[src/rtl/hazard_ctrl_unit_pkg.sv]
// Shared types for the pipeline hazard controller: FSM encodings, scoreboard
// entry layout and the register-match helper used by the scoreboard.
package hazard_ctrl_unit_pkg;

  localparam int          REG_W    = 5;
  localparam logic [4:0]  REG_ZERO = 5'd0;

  typedef enum logic [1:0] {
    ST_RUN    = 2'd0,
    ST_STALL  = 2'd1,
    ST_FLUSH  = 2'd2,
    ST_FREEZE = 2'd3
  } state_t;

  typedef struct packed {
    logic             valid;
    logic             wb_en;
    logic [REG_W-1:0] dest;
    logic             mem_read;
  } sb_entry_t;

  // R0 is hardwired, so a write to it never creates a dependency.
  function automatic logic entry_match(input sb_entry_t e, input logic [REG_W-1:0] src);
    return e.valid & e.wb_en & (e.dest == src) & (src != REG_ZERO);
  endfunction

endpackage

[src/rtl/hazard_ctrl_unit_scoreboard.sv]
// Shadow scoreboard of in-flight register writes (entry0=EX .. entry DEPTH-1=WB)
// with RAW match against the decode-stage sources.
module hazard_scoreboard
  import hazard_ctrl_unit_pkg::*;
#(
  parameter int FORWARD = 0,
  parameter int DEPTH   = 3
) (
  input  logic             clk,
  input  logic             rst,
  input  logic             i_advance,
  input  sb_entry_t        i_new,
  input  logic             i_id_valid,
  input  logic [REG_W-1:0] i_src1,
  input  logic [REG_W-1:0] i_src2,
  input  logic             i_use_src2,
  output logic             o_hazard
);

  sb_entry_t r_entry [DEPTH];
  logic      w_hit;

  always_ff @(posedge clk or posedge rst) begin
    if (rst) begin
      for (int i = 0; i < DEPTH; i++) r_entry[i] <= '0;
    end else if (i_advance) begin
      r_entry[0] <= i_new;
      for (int i = 1; i < DEPTH; i++) r_entry[i] <= r_entry[i-1];
    end
  end

  // Without forwarding, WB is excluded because the regfile writes in the first half.
  always_comb begin
    w_hit = 1'b0;
    if (FORWARD == 0) begin
      for (int k = 0; k < DEPTH - 1; k++) begin
        if (entry_match(r_entry[k], i_src1) ||
            (i_use_src2 && entry_match(r_entry[k], i_src2)))
          w_hit = 1'b1;
      end
    end else begin
      if (r_entry[0].mem_read &&
          (entry_match(r_entry[0], i_src1) ||
           (i_use_src2 && entry_match(r_entry[0], i_src2))))
        w_hit = 1'b1;
    end
  end

  assign o_hazard = i_id_valid & w_hit;

endmodule

[src/rtl/hazard_ctrl_unit.sv]
// Pipeline sequencing controller: stall/bubble/flush/freeze generation for IF/ID/EX
// plus a saturating stall-cycle counter.
module hazard_ctrl_unit
  import hazard_ctrl_unit_pkg::*;
#(
  parameter int FORWARD = 0,
  parameter int DEPTH   = 3,
  parameter int CNT_W   = 16
) (
  input  logic             clk,
  input  logic             rst,
  input  logic             i_id_valid,
  input  logic [4:0]       i_id_src1,
  input  logic [4:0]       i_id_src2,
  input  logic             i_id_use_src2,
  input  logic             i_id_wb_en,
  input  logic [4:0]       i_id_dest,
  input  logic             i_id_mem_read,
  input  logic             i_ex_br_taken,
  input  logic             i_mem_busy,
  output logic             o_hold_if_id,
  output logic             o_bubble_id_ex,
  output logic             o_flush_if_id,
  output logic             o_freeze_all,
  output logic [CNT_W-1:0] o_stall_cnt
);

  state_t            r_state;
  state_t            w_mode;
  logic              r_br_pend;
  logic [CNT_W-1:0]  r_cnt;
  logic              w_hazard;
  logic              w_issue;
  sb_entry_t         w_new;

  hazard_scoreboard #(.FORWARD(FORWARD), .DEPTH(DEPTH)) u_sb (
    .clk        (clk),
    .rst        (rst),
    .i_advance  (~o_freeze_all),
    .i_new      (w_new),
    .i_id_valid (i_id_valid),
    .i_src1     (i_id_src1),
    .i_src2     (i_id_src2),
    .i_use_src2 (i_id_use_src2),
    .o_hazard   (w_hazard)
  );

  // Mode of the current cycle; the register only remembers it for freeze exit.
  always_comb begin
    w_mode = ST_RUN;
    if (i_mem_busy)
      w_mode = ST_FREEZE;
    else if (i_ex_br_taken || (r_state == ST_FREEZE && r_br_pend))
      w_mode = ST_FLUSH;
    else if (w_hazard)
      w_mode = ST_STALL;
  end

  assign o_hold_if_id   = (w_mode == ST_STALL);
  assign o_bubble_id_ex = (w_mode == ST_STALL) || (w_mode == ST_FLUSH);
  assign o_flush_if_id  = (w_mode == ST_FLUSH);
  assign o_freeze_all   = (w_mode == ST_FREEZE);
  assign o_stall_cnt    = r_cnt;

  assign w_issue = i_id_valid & ~o_hold_if_id & ~o_flush_if_id & ~o_freeze_all;

  always_comb begin
    w_new = '0;
    if (w_issue) begin
      w_new.valid    = 1'b1;
      w_new.wb_en    = i_id_wb_en;
      w_new.dest     = i_id_dest;
      w_new.mem_read = i_id_mem_read;
    end
  end

  always_ff @(posedge clk or posedge rst) begin
    if (rst) begin
      r_state   <= ST_RUN;
      r_br_pend <= 1'b0;
      r_cnt     <= '0;
    end else begin
      r_state   <= w_mode;
      r_br_pend <= (w_mode == ST_FREEZE) ? (r_br_pend | i_ex_br_taken) : 1'b0;
      if ((o_hold_if_id || o_freeze_all) && !(&r_cnt))
        r_cnt <= r_cnt + 1'b1;
    end
  end

endmodule
[config.mk]
export PLATFORM = sky130hd
export DESIGN_NAME = hazard_ctrl_unit
export DESIGN_NICKNAME = d
export VERILOG_FILES = /design/src/rtl/hazard_ctrl_unit_pkg.sv /design/src/rtl/hazard_ctrl_unit_scoreboard.sv /design/src/rtl/hazard_ctrl_unit.sv
export SDC_FILE = /design/constraint.sdc
export NUM_CORES = 1
export LEC_CHECK = 0
export CORE_MARGIN = 4
export CORE_UTILIZATION = 47
export CTS_BUF_LIST = sky130_fd_sc_hd__clkbuf_8 sky130_fd_sc_hd__clkbuf_16
export DETAILED_ROUTE_END_ITERATION = 10
export DONT_BUFFER_PORTS = 1
export MAX_ROUTING_LAYER = met4
export PLACE_DENSITY_LB_ADDON = 0.1
export RECOVER_POWER = 25
export SETUP_SLACK_MARGIN = 0.05
export SYNTH_ARGS = -nofsm -noshare
export SYNTH_HDL_FRONTEND = slang
export SYNTH_SLANG_ARGS = --single-unit
[constraint.sdc]
create_clock -name clk -period 6.4 [get_ports clk]
set_clock_uncertainty 0.05 [all_clocks]
set_input_delay 0 -clock clk [delete_from_list [all_inputs] [get_ports clk]]
set_output_delay 0 -clock clk [all_outputs]
set_load 0.05 [all_outputs]
# == Word level (Yosys, flattened, before mapping) ==
# Cells that the tools add are included.
# op_classes
bitwise,18
n_addsub,1
n_reduce_logical,13
n_eq_ne,8
n_mux,7
# op_table
op,count
$eq A5 B5 Y1,4
$add A16 B1 Y16 const B,1
$reduce_and A16 Y1,1
$and A1 B1 Y1,14
$reduce_bool A5 Y1,2
$mux W8,1
$eq A2 B2 Y1 const B,3
$logic_or A1 B1 Y1,5
$logic_and A1 B1 Y1,4
$mux W1,4
$mux W2,2
$not A1 Y1,3
$eq A2 B1 Y1 const B,1
$logic_not A1 Y1,1
$or A1 B1 Y1,1
# totals
regBits,33
word_cells,56
inputBits,23
output_inout_bits,20

# == Longest topological paths before layout ==
# Gate-level depths: netlist of run 1.
# logic_depth
depth_word,17
depth_mapped,11
ltp_nobuf,9

# == By module ==
# Synthesis of run 1 repeated with hierarchy kept, for this count alone.
# unflattened
cells_unflattened,169
area_unflattened_um2,1926.8
# modules_own_cells
mod,n_inst,seq_area_each_um2,cells_per_inst,area_per_inst_um2
hazard_ctrl_unit,1,475.5,102,1121.1
hazard_scoreboard,1,350.3,67,805.8

# == Worst setup path after synthesis of run 1 ==
# Ideal clock, no wire load.
# synth_timing
kind,register to register
from,register u_sb.r_entry[10] in the netlist's numbering
to,register u_sb.r_entry[10] in the netlist's numbering
path_stages_with_launch,11
arrival_ns,3.026
period_less_slack_ns,3.201
slack_ns,3.199
required_ns,6.225
setup_ns,0.125
n_path_buf,3
cell_sequence,dfrtp_1 > xor2_1 > or4_1 > a21oi_2 > a311oi_4 > buf_6 > inv_1 > ha_1 > clkbuf_1 > clkbuf_1 > mux2_2
# synth_via
elab_chain_cells,11
elab_cells_between_ends,14
cone_classes,eq/ne (3); mux (4); bitwise (5); reduce/logical (2)
# synth_lines
element,line,text
"start, declared",hazard_ctrl_unit_scoreboard.sv:20,sb_entry_t r_entry [DEPTH];
$eq A5 B5 Y1,hazard_ctrl_unit_pkg.sv:24,return e.valid & e.wb_en & (e.dest == src) & (src != REG_ZERO);
$and A1 B1 Y1 (2 in a row),hazard_ctrl_unit_pkg.sv:24,
$logic_and A1 B1 Y1,hazard_ctrl_unit_scoreboard.sv:38,"(i_use_src2 && entry_match(r_entry[k], i_src2)))"
$logic_or A1 B1 Y1 *,hazard_ctrl_unit_scoreboard.sv:37,"if (entry_match(r_entry[k], i_src1) ||"
$mux W1 *,hazard_ctrl_unit_scoreboard.sv:37,
$and A1 B1 Y1 *,hazard_ctrl_unit_scoreboard.sv:49,assign o_hazard = i_id_valid & w_hit;
$mux W1 *,hazard_ctrl_unit.sv:55,else if (w_hazard)
$mux W2 *,hazard_ctrl_unit.sv:53,else if (i_ex_br_taken || (r_state == ST_FREEZE && r_br_pend))
$mux W2 *,hazard_ctrl_unit.sv:51,if (i_mem_busy)
via w_mode[0],hazard_ctrl_unit.sv:29,state_t w_mode;
$eq A2 B2 Y1 *,hazard_ctrl_unit.sv:62,assign o_freeze_all = (w_mode == ST_FREEZE);
via o_freeze_all,hazard_ctrl_unit.sv:24,"output logic o_freeze_all,"
# Mark *: on every way through the listed nets, which the timed path passes. The rest lies on a longest branch.
# A chain may end at the register's enable or synchronous reset.

# == Worst setup path in the final report of run 1 ==
# layout_timing
from,register u_sb.r_entry[19] in the netlist's numbering
to,register u_sb.r_entry[22] in the netlist's numbering
# layout_via
elab_cells_between_ends,24
cone_classes,eq/ne (5); mux (6); bitwise (11); reduce/logical (2)
# layout_rtl
element,line,text
$eq A5 B5 Y1,hazard_ctrl_unit_pkg.sv:24,
$and A1 B1 Y1 (2 in a row),hazard_ctrl_unit_pkg.sv:24,
$logic_and A1 B1 Y1,hazard_ctrl_unit_scoreboard.sv:38,
$logic_or A1 B1 Y1 *,hazard_ctrl_unit_scoreboard.sv:37,
$mux W1 * (2 in a row),hazard_ctrl_unit_scoreboard.sv:37,
$and A1 B1 Y1 *,hazard_ctrl_unit_scoreboard.sv:49,
$mux W1 *,hazard_ctrl_unit.sv:55,
$mux W2 *,hazard_ctrl_unit.sv:53,
$mux W2 *,hazard_ctrl_unit.sv:51,
via w_mode[0],hazard_ctrl_unit.sv:29,
$eq A2 B2 Y1 *,hazard_ctrl_unit.sv:62,
via o_freeze_all,hazard_ctrl_unit.sv:24,
$not A1 Y1,hazard_ctrl_unit.sv:65,assign w_issue = i_id_valid & ~o_hold_if_id & ~o_flush_if_id & ~o_freeze_all;
$and A1 B1 Y1,hazard_ctrl_unit.sv:65,
$mux W8,hazard_ctrl_unit.sv:69,if (w_issue) begin
# Marked as above.

==> results.yml, run 1 <==
detailed_routing:
  wl_mm: 3.29
  ant_nets: 0
  first_pass_iters: 4
  drcViolationCount: 0
  first_iter_violations: 76
  routedWlPerCell_um: 15.6
  vias: 1149
  viasPerCell: 5.45
outcome:
  status: "finished with violations"
  violations: "capacitance limit, slew limit"
floorplan:
  initial_core_util_pct: 49.6
  die_y_um: 68.1
  die_w_um: 68.1
  io_pins: 43
  num_rows: 21
  die_area_sq_um: 4630
  core_sq_um: 3420
place:
  dp.cells: 194
  gp_congestion: 0.942
  dpl.hpwl_mm: 2.46
  port_buffers: 0
global_route:
  gr-usage-all-layers_pct: 16.3
  grt_overflow: 0
  antenna_found_initial: 0
  grt_pass1_wl_mm: 5.39
  grt_pass1_vias: 1169
  grt_start_max_net_pins: 34
pwr:
  p_leak_nw: 0.860
  p_per_area_nw_per_um2: 345
  ir_worst_vdd_v: 0.000283
cts:
  cts_buffers: 5
  clockBufferDepth: 2
  clk_latency_ns: 0.28
  path_clk_slew_ns: 0.06
  post_cts_buffers: 0
  cts_tree: "yes"
  clock_sinks: 33
  htree_levels: 2
  cts_resized: 0
  root_buffer: "clkbuf_8"
timing:
  worst_slew_pin_slew_ns: 1.73
  max_freq_mhz: 296
  finalCritPeriodShare_pct: 52.7
  setup_tns_ns: 0
  rsz0062_at_grt: "no"
  slew_violations: 34
  hold_violations: 0
  setup_viol: 0
  relSlewSlack_pct: -15.4
  whs_ns: 0.143
  min_period_ns: 3.38
worst_setup_path:
  crit_chain: "xor2_1 > nor3_1 > nand4_1 > o21ai_0 > a311oi_4 > inv_1 > ha_1 > nor4b_1 > buf_4 > a22o_1"
  start_kind: "register"
  critPathKind: "register to register"
  ff2ff_path_depth: 10
  worstReg2RegStart: "u_sb.r_entry[19]$_DFFE_PP0N_"
  path_max_fanout: 17
  critical-path-top-delay-family: "compound AO/OA/AOI/OAI gates"
  critPathArrivalTime_ns: 3.54
  r2r-end: "u_sb.r_entry[22]$_DFFE_PP0N_"
  cp_slowest_cell: "a311oi_4"
  crit_required_ns: 6.56
  crit_buf_inv: 2
  max_stage_delay_ns: 0.70
  endpoint_kind: "register"
  regToRegSetupSlack_ns: 3.02
synth:
  synthXorXnorAreaFrac_pct: 18.1
  muxShareOfSynthArea_pct: 5.31
  synth_fp_nets: 176
  ys_ff_latch: 33
  synth_adder_area_share_pct: 2.95
  yosysWarnings: 0
  synth.area.top_cells: "dfrtp_1 49%, xor2_1 13%, mux2_2 5.3%, xnor2_1 5.2%, a22o_1 3.1%"
  synth_compound_area_share_pct: 7.90
  synth_top_area_share_pct: 48.7
  synth.avg_cell_area_sq_um: 11.4
  ys_types: 31
  yosys.area_share.simple_pct: 15.1
  netlist_instances: 149
  synth_area_leader_cell: "dfrtp_1"
  yosysSeqAreaShare_pct: 48.7
  mappedNetlistArea_sq_um: 1700
  synth_top_family_by_area: "XOR/XNOR gates"
hold_path:
  holdPathStages: 3
  worstHoldStart: "i_id_valid"
  hp-class: "input pin to register"
  worstHoldEndpoint: "u_sb.r_entry[23]$_DFFE_PP0N_"
cells_and_area:
  post-route-util_pct: 57.1
  final.fill_count: 298
  multi_input_area_sq_um: 836
  drive_gt1_share_pct: 12.1
  area_growth_pct: 15.1
  diodes: 0
  mostFrequentLayoutCell: "dfrtp_1"
  layout.cells.non_filler: 211
  register_area_sq_um: 826
  finish.net_count: 191
  layout_common_cells: "33 x dfrtp_1, 25 x xor2_1, 10 x xnor2_1"
flow_run:
  drv_cap: 1
## worst register-to-register path, cell delays in order, from the launching register on
cell      delay [ns]
dfrtp_1         0.43
xor2_1          0.20
nor3_1          0.07
nand4_1         0.08
o21ai_0         0.14
a311oi_4        0.70
inv_1           0.18
ha_1            0.65
nor4b_1         0.44
buf_4           0.22
a22o_1          0.14
## layer usage
layer / part of all wire [%] / routed length, um / vias up / global-route usage (%)
li1: - / - / 555 / -
met1: 45 / 1470 / 565 / 20.9
met2: 48 / 1580 / 27 / 24.1
met3: 6.5 / 213 / 2 / 5.91
met4: 0.67 / 22 / 0 / 5.21
met5: 0 / 0 / - / -
## sequential cells by signal, indices dropped and copies added, names as in the netlist
name and count:
o_stall_cnt 16, r_br_pend 1, u_sb.r_entry 14, r_state 2
## per-stage QoR
step | area (sq um) | setup WS [ns] | total power [mW]
2_1_floorplan | 1700 | 3.20 | 0.452
3_3_place_gp | 1750 | 3.06 | 0.474
3_5_place_dp | 1750 | 3.01 | 0.481
4_1_cts | 1950 | 2.97 | 0.682
5_1_grt | 1950 | 2.68 | 0.709
6_report | 1950 | 3.02 | 0.672
## power by group
part / leakage, nW / switching (mW) / internal [mW]
registers: 0.413 / 0.131 / 0.241
clock network: 0.0543 / 0.0769 / 0.116
logic: 0.393 / 0.0573 / 0.0495
## timing repair
action	CTS	global route
hold endpoints to repair	44	0
setup endpoints to repair	0	0
hold buffers	9	0
## worst max path at each step
stage	start	endpoint	slack [ns]	cells past startpoint
detailed placement	i_id_src2[1]	u_sb.r_entry[22]$_DFFE_PP0N_	3.01	10
global placement	i_id_src2[1]	u_sb.r_entry[22]$_DFFE_PP0N_	3.06	10
global route	u_sb.r_entry[20]$_DFFE_PP0N_	u_sb.r_entry[19]$_DFFE_PP0N_	2.68	10
CTS	u_sb.r_entry[19]$_DFFE_PP0N_	u_sb.r_entry[22]$_DFFE_PP0N_	2.97	10
floorplan	u_sb.r_entry[10]$_DFFE_PP0N_	u_sb.r_entry[10]$_DFFE_PP0N_	3.20	10
finish	u_sb.r_entry[19]$_DFFE_PP0N_	u_sb.r_entry[22]$_DFFE_PP0N_	3.02	10
## area by class of cell
type                            instances  area share (%)
Timing Repair Buffer                   11            5.20
Tap cell                               46            2.95
Multi-Input combinational cell        109            42.8
Clock buffer                            5            3.53
Inverter                                4           0.770
Clock inverter                          3            2.37
Sequential cell                        33            42.3
## cells in the mapped netlist
library cell,number
a21o_1,1
xnor2_1,10
or4_1,2
nand3_1,5
a311oi_4,1
a22o_1,6
and4_1,1
o21ai_1,1
a21oi_2,1
o31ai_1,1
nor4b_1,2
ha_1,4
nor4_1,4
mux2_2,8
dfrtp_1,33
and3_1,1
nor2_2,1
o211ai_1,1
nand4_1,4
a31oi_1,1
buf_6,1
o21a_1,1
nand2b_1,1
nor2_1,5
nor3b_1,3
nand2_1,9
o21ai_0,1
nor3_1,9
clkbuf_1,2
xor2_1,25
inv_1,4
## kinds of logic after synthesis
logic type,after synthesis
xor gates and xnor gates,35
adders and majority gates,4
muxes,8
buffers and inverters,7
DFF,33
and+or+nand+nor,47
AOI/OAI and AO/OA,15
(Power assumes the default switching activity.)
==> inputs of run 2 (changes only) <==
==> constraint.sdc (replaced) <==
create_clock -name clk -period 3.4 [get_ports clk]
set_clock_uncertainty 0.05 [all_clocks]
set_input_delay 0 -clock clk [delete_from_list [all_inputs] [get_ports clk]]
set_output_delay 0 -clock clk [all_outputs]
set_load 0.05 [all_outputs]
==> run 2 against run 1 <==
The flow still finishes with violations (capacitance limit, slew limit). Hold slack worse by 0.0042 ns. Setup slack got worse by 2.6 ns. Non-clock buffer count up 4. First-iteration DRC count fell by 39%. Die area unchanged. Cell count is 1.9% higher. Utilization rose by 1.4 points. Power grew 99%. Fmax up 15%. Routed wire length increased by 3.0%. Clock-buffer cell count stayed put. Critical path type unchanged. Largest power group unchanged.
==> results.yml, run 2 (same netlist as run 1, synthesis figures left out) <==
cts:
  cts_hold_buf: 9
  path_clk_slew_ns: 0.07
  clk_latency_ns: 0.28
  post_cts_buffers: 0
  clock_sinks: 33
  clockBufferDepth: 2
  cts_buffers: 5
  cts_tree: "yes"
  root_buffer: "clkbuf_8"
  cts_resized: 0
  htree_levels: 2
cells_and_area:
  final.fill_count: 313
  layout.cells.non_filler: 215
  fin_area_sq_um: 2000
  layout_common_cells: "33 x dfrtp_1, 25 x xor2_1, 10 x xnor2_1"
  mostFrequentLayoutCell: "dfrtp_1"
  finish.net_count: 195
  diodes: 0
  area_growth_pct: 17.9
  drive_gt1_share_pct: 14.2
  post-route-util_pct: 58.5
  largest_register_ffs: 16
detailed_routing:
  wl_mm: 3.38
  routedWlPerCell_um: 15.7
  viasPerCell: 5.48
  ant_nets: 0
  vias: 1179
  first_iter_violations: 46
  drcViolationCount: 0
  first_pass_iters: 4
worst_setup_path:
  worstReg2RegStart: "u_sb.r_entry[20]$_DFFE_PP0N_"
  endpoint: "u_sb.r_entry[22]$_DFFE_PP0N_"
  r2r-end: "u_sb.r_entry[22]$_DFFE_PP0N_"
  critPathKind: "register to register"
  ff2ff_path_depth: 10
  crit_required_ns: 3.56
  worstSetupStartpoint: "u_sb.r_entry[20]$_DFFE_PP0N_"
  endpoint_kind: "register"
  path_max_fanout: 17
  regToRegSetupSlack_ns: 0.47
  start_kind: "register"
  critPathArrivalTime_ns: 3.09
floorplan:
  io_pins: 43
  die_area_sq_um: 4630
  core_sq_um: 3420
  initial_core_util_pct: 49.6
  die_w_um: 68.1
  die_y_um: 68.1
  num_rows: 21
timing:
  hold_violations: 0
  worst_slew_pin_slew_ns: 1.72
  min_period_ns: 2.93
  setup_slack_ns: 0.472
  relSlewSlack_pct: -14.6
  slew_violations: 34
  whs_ns: 0.138
  max_freq_mhz: 341
  setup_viol: 0
  setup_tns_ns: 0
  rsz0062_at_grt: "no"
  finalCritPeriodShare_pct: 86.1
global_route:
  grt_overflow: 0
  grt_pass1_wl_mm: 5.55
  grtUsageMet1_pct: 20.8
  grtUsageMet2_pct: 25.6
  grt_pass1_vias: 1196
  gr-usage-all-layers_pct: 16.8
  grt_start_max_net_pins: 34
  antenna_found_initial: 0
  grt_use_met3_pct: 4.93
  top_usage_layer: "met2"
hold_path:
  worstHoldStart: "i_id_valid"
  hp-class: "input pin to register"
flow_run:
  drv_cap: 1
pwr:
  ir_worst_vdd_v: 0.000502
  p_per_area_nw_per_um2: 668
  total_power_mw: 1.34
  p_leak_nw: 0.894
place:
  dp.cells: 198
  pre_cts_ws_ns: 0.511
  port_buffers: 0
  dpl.hpwl_mm: 2.51
  gp_congestion: 0.928
  placed_area_sq_um: 1780
outcome:
  violations: "capacitance limit, slew limit"
  status: "finished with violations"
[run 2: how the worst min path moves through the flow]
| stage | endpoint | depth (start not counted) |
|---|---|---|
| final | u_sb.r_entry[23]$_DFFE_PP0N_ | 3 |
| after global placement | o_stall_cnt[7]$_DFFE_PP0P_ | 2 |
| after detailed placement | o_stall_cnt[7]$_DFFE_PP0P_ | 2 |
| after global routing | u_sb.r_entry[23]$_DFFE_PP0N_ | 3 |
| after CTS | u_sb.r_entry[23]$_DFFE_PP0N_ | 3 |
| after floorplan | r_br_pend$_DFF_PP0_ | 1 |
[run 2: per-layer routing]
metal,part of all wire [%],vias to the layer above
li1,-,562
met1,44,585
met2,49,28
met3,5.8,4
met4,0.77,0
met5,0,-
[run 2: where the power goes]
part	internal (mW)	total [mW]	switching, mW
combinational	0.0958	0.205	0.109
clock	0.291	0.431	0.140
sequential	0.453	0.700	0.247
total	0.840	1.34	0.496
[run 2: cell type report]
type	count	area, sq um	share of cell area (%)
Clock buffer	5	68.8	3.44
Clock inverter	3	65.1	3.25
Inverter	4	15.0	0.751
Multi-Input combinational cell	109	836	41.8
Sequential cell	33	826	41.3
Tap cell	46	57.6	2.88
Timing Repair Buffer	15	131	6.57
[run 2: worst max-delay path: stages (launching register included)]
cell and delay (ns):
dfrtp_1 0.43, xor2_1 0.20, nor3_1 0.08, nand4_1 0.09
o21ai_0 0.14, a311oi_4 0.72, inv_1 0.19, ha_1 0.27
nor4b_1 0.31, buf_4 0.22, a22o_1 0.15
==> inputs of run 3 (changes only) <==
--- a/config.mk
+++ b/config.mk
@@ -16,4 +16,5 @@
 export SETUP_SLACK_MARGIN = 0.05
 export SYNTH_ARGS = -nofsm -noshare
 export SYNTH_HDL_FRONTEND = slang
+export SYNTH_HIERARCHICAL = 1
 export SYNTH_SLANG_ARGS = --single-unit
==> run 3 against run 2 <==
The flow now finishes without violations. Global-route usage decreased by 0.18 points. Clock-buffer cell count increased by 1. Cell count increased by 7.9%. Fmax decreased by 2.2%. Register-to-register slack got worse by 0.07 ns. Routed wire length increased by 13%. First-iteration DRC count decreased by 26%. Critical endpoint is now u_sb/r_entry[22]$_DFFE_PP0P_. Largest cell class unchanged. Largest power group unchanged.
==> results.yml, run 3 <==
outcome:
  status: "finished, final reports clean"
detailed_routing:
  vias: 1347
  wl_mm: 3.83
  first_pass_iters: 4
  ant_nets: 0
  first_iter_violations: 34
  drcViolationCount: 0
  routedWlPerCell_um: 16.5
  viasPerCell: 5.81
global_route:
  gr-usage-all-layers_pct: 16.6
  grt_overflow: 0
  grt_pass1_wl_mm: 6.49
  grt_pass1_vias: 1406
  grt_start_max_net_pins: 20
  antenna_found_initial: 0
cts:
  htree_levels: 2
  post_cts_buffers: 0
  clockBufferDepth: 2
  cts_buffers: 5
  root_buffer: "clkbuf_8"
  cts_tree: "yes"
  path_clk_slew_ns: 0.06
  clk_latency_ns: 0.28
  clock_sinks: 33
cells_and_area:
  drive_gt1_share_pct: 21.7
  diodes: 0
  final.fill_count: 357
  finish.net_count: 211
  largest_register_ffs: 16
  area_growth_pct: 11.9
  mostFrequentLayoutCell: "dfrtp_1"
  layout_common_cells: "33 x dfrtp_1, 30 x xor2_1, 14 x mux2_2"
floorplan:
  num_rows: 22
  io_pins: 43
  die_w_um: 71.9
  die_y_um: 71.9
  core_sq_um: 3800
  initial_core_util_pct: 50.6
  die_area_sq_um: 5170
place:
  dpl.hpwl_mm: 2.92
  gp_congestion: 0.926
  port_buffers: 0
pwr:
  clkPwrFrac_pct: 20.5
  p_switching_mw: 0.648
  switching_share_pct: 46.3
  ir_worst_vdd_v: 0.000468
  combPwrFrac_pct: 18.8
  p_per_area_nw_per_um2: 651
  pwr-share-seq_pct: 60.7
  total_power_mw: 1.40
  p_int_mw: 0.752
  p_leak_nw: 0.953
timing:
  relSlewSlack_pct: 50.1
  setup_viol: 0
  max_freq_mhz: 334
  rsz0062_at_grt: "no"
  finalCritPeriodShare_pct: 88.1
  hold_violations: 0
  slew_violations: 0
  setup_tns_ns: 0
  min_period_ns: 2.99
  worst_slew_pin_slew_ns: 0.747
worst_setup_path:
  max_stage_delay_ns: 0.48
  path_max_fanout: 19
  critPathKind: "register to register"
  critPathMostFrequentCell: "inv_1"
  endpoint_kind: "register"
  critical-path-top-delay-family: "compound AO/OA/AOI/OAI gates"
  crit_buf_inv: 2
  start_kind: "register"
  cp_slowest_cell: "a21oi_4"
  crit_chain: "xor2_1 > nor4_2 > a22oi_1 > o211ai_2 > a21oi_4 > inv_1 > ha_1 > inv_1 > mux2_2"
  critPathArrivalTime_ns: 3.10
  crit_required_ns: 3.51
hold_path:
  hp-class: "input pin to asynchronous set/reset pin"
synth:
  yosysWarnings: 6
  synth.avg_cell_area_sq_um: 11.4
  netlist_instances: 168
  mappedNetlistArea_sq_um: 1920
  synth_fp_nets: 195
flow_run:
  drv_cap: 0
run 3: path summary, 6_finish.rpt:
path | depth (start not counted) | start | slack [ns] | to
setup / recovery | 9 | u_sb/r_entry[19]$_DFFE_PP0P_ | 0.41 | u_sb/r_entry[22]$_DFFE_PP0P_
hold / removal | 2 | rst | 0.17 | u_sb/r_entry[12]$_DFFE_PP0P_
setup reg to reg | 9 | u_sb/r_entry[19]$_DFFE_PP0P_ | 0.41 | u_sb/r_entry[22]$_DFFE_PP0P_
hold reg to reg | 1 | u_sb/r_entry[14]$_DFFE_PP0P_ | 0.47 | u_sb/r_entry[14]$_DFFE_PP0P_
max in group asynchronous | 2 | rst | 2.56 | r_br_pend$_DFF_PP0_
min in group clk | 4 | i_id_use_src2 | 0.23 | r_state[0]$_DFF_PP0_
run 3: power groups by stage:
stage | sequential, mW | combinational (mW) | clock [mW]
floorplan | 0.825 | 0.220 | 0
global placement | 0.858 | 0.247 | 0
detailed placement | 0.861 | 0.255 | 0
CTS | 0.853 | 0.266 | 0.300
global route | 0.873 | 0.293 | 0.319
finish | 0.850 | 0.263 | 0.287
run 3: cell type report:
cell class                 count  area [sq um]  area share, %
timing repair buffer          13           120           5.59
multi-input combinational    125          1030           48.1
clock buffer                   6          82.6           3.84
clock inverter                 1          3.75          0.175
sequential                    33           826           38.4
tap                           48          60.1           2.80
inverter                       6          22.5           1.05
run 3: per-layer routing:
layer	vias to the layer above	GRT usage [%]	wire length [um]
met3	9	7.06	309
met1	656	17.5	1530
met4	0	6.05	71
li1	639	-	-
met5	-	-	0
met2	43	27.7	1920
run 3: what timing repair did:
item / in CTS / in global routing
hold buffers: 9 / 0
endpoints found under the hold margin: 43 / 0
resized for setup: 0 / 0
run 3: per-stage QoR:
stage | utilization [%] | setup WS [ns] | std cells | area [sq um] | hold slack [ns]
after CTS | 56.6 | 0.378 | 232 | 2150 | 0.188
final | 56.6 | 0.405 | 232 | 2150 | 0.171
after detailed placement | 51.9 | 0.412 | 216 | 1970 | -0.0935
after global placement | 51.9 | 0.455 | 216 | 1970 | -0.102
after floorplan | - | 0.512 | 168 | 1920 | -0.161
after global routing | 56.6 | 0.176 | 232 | 2150 | 0.224
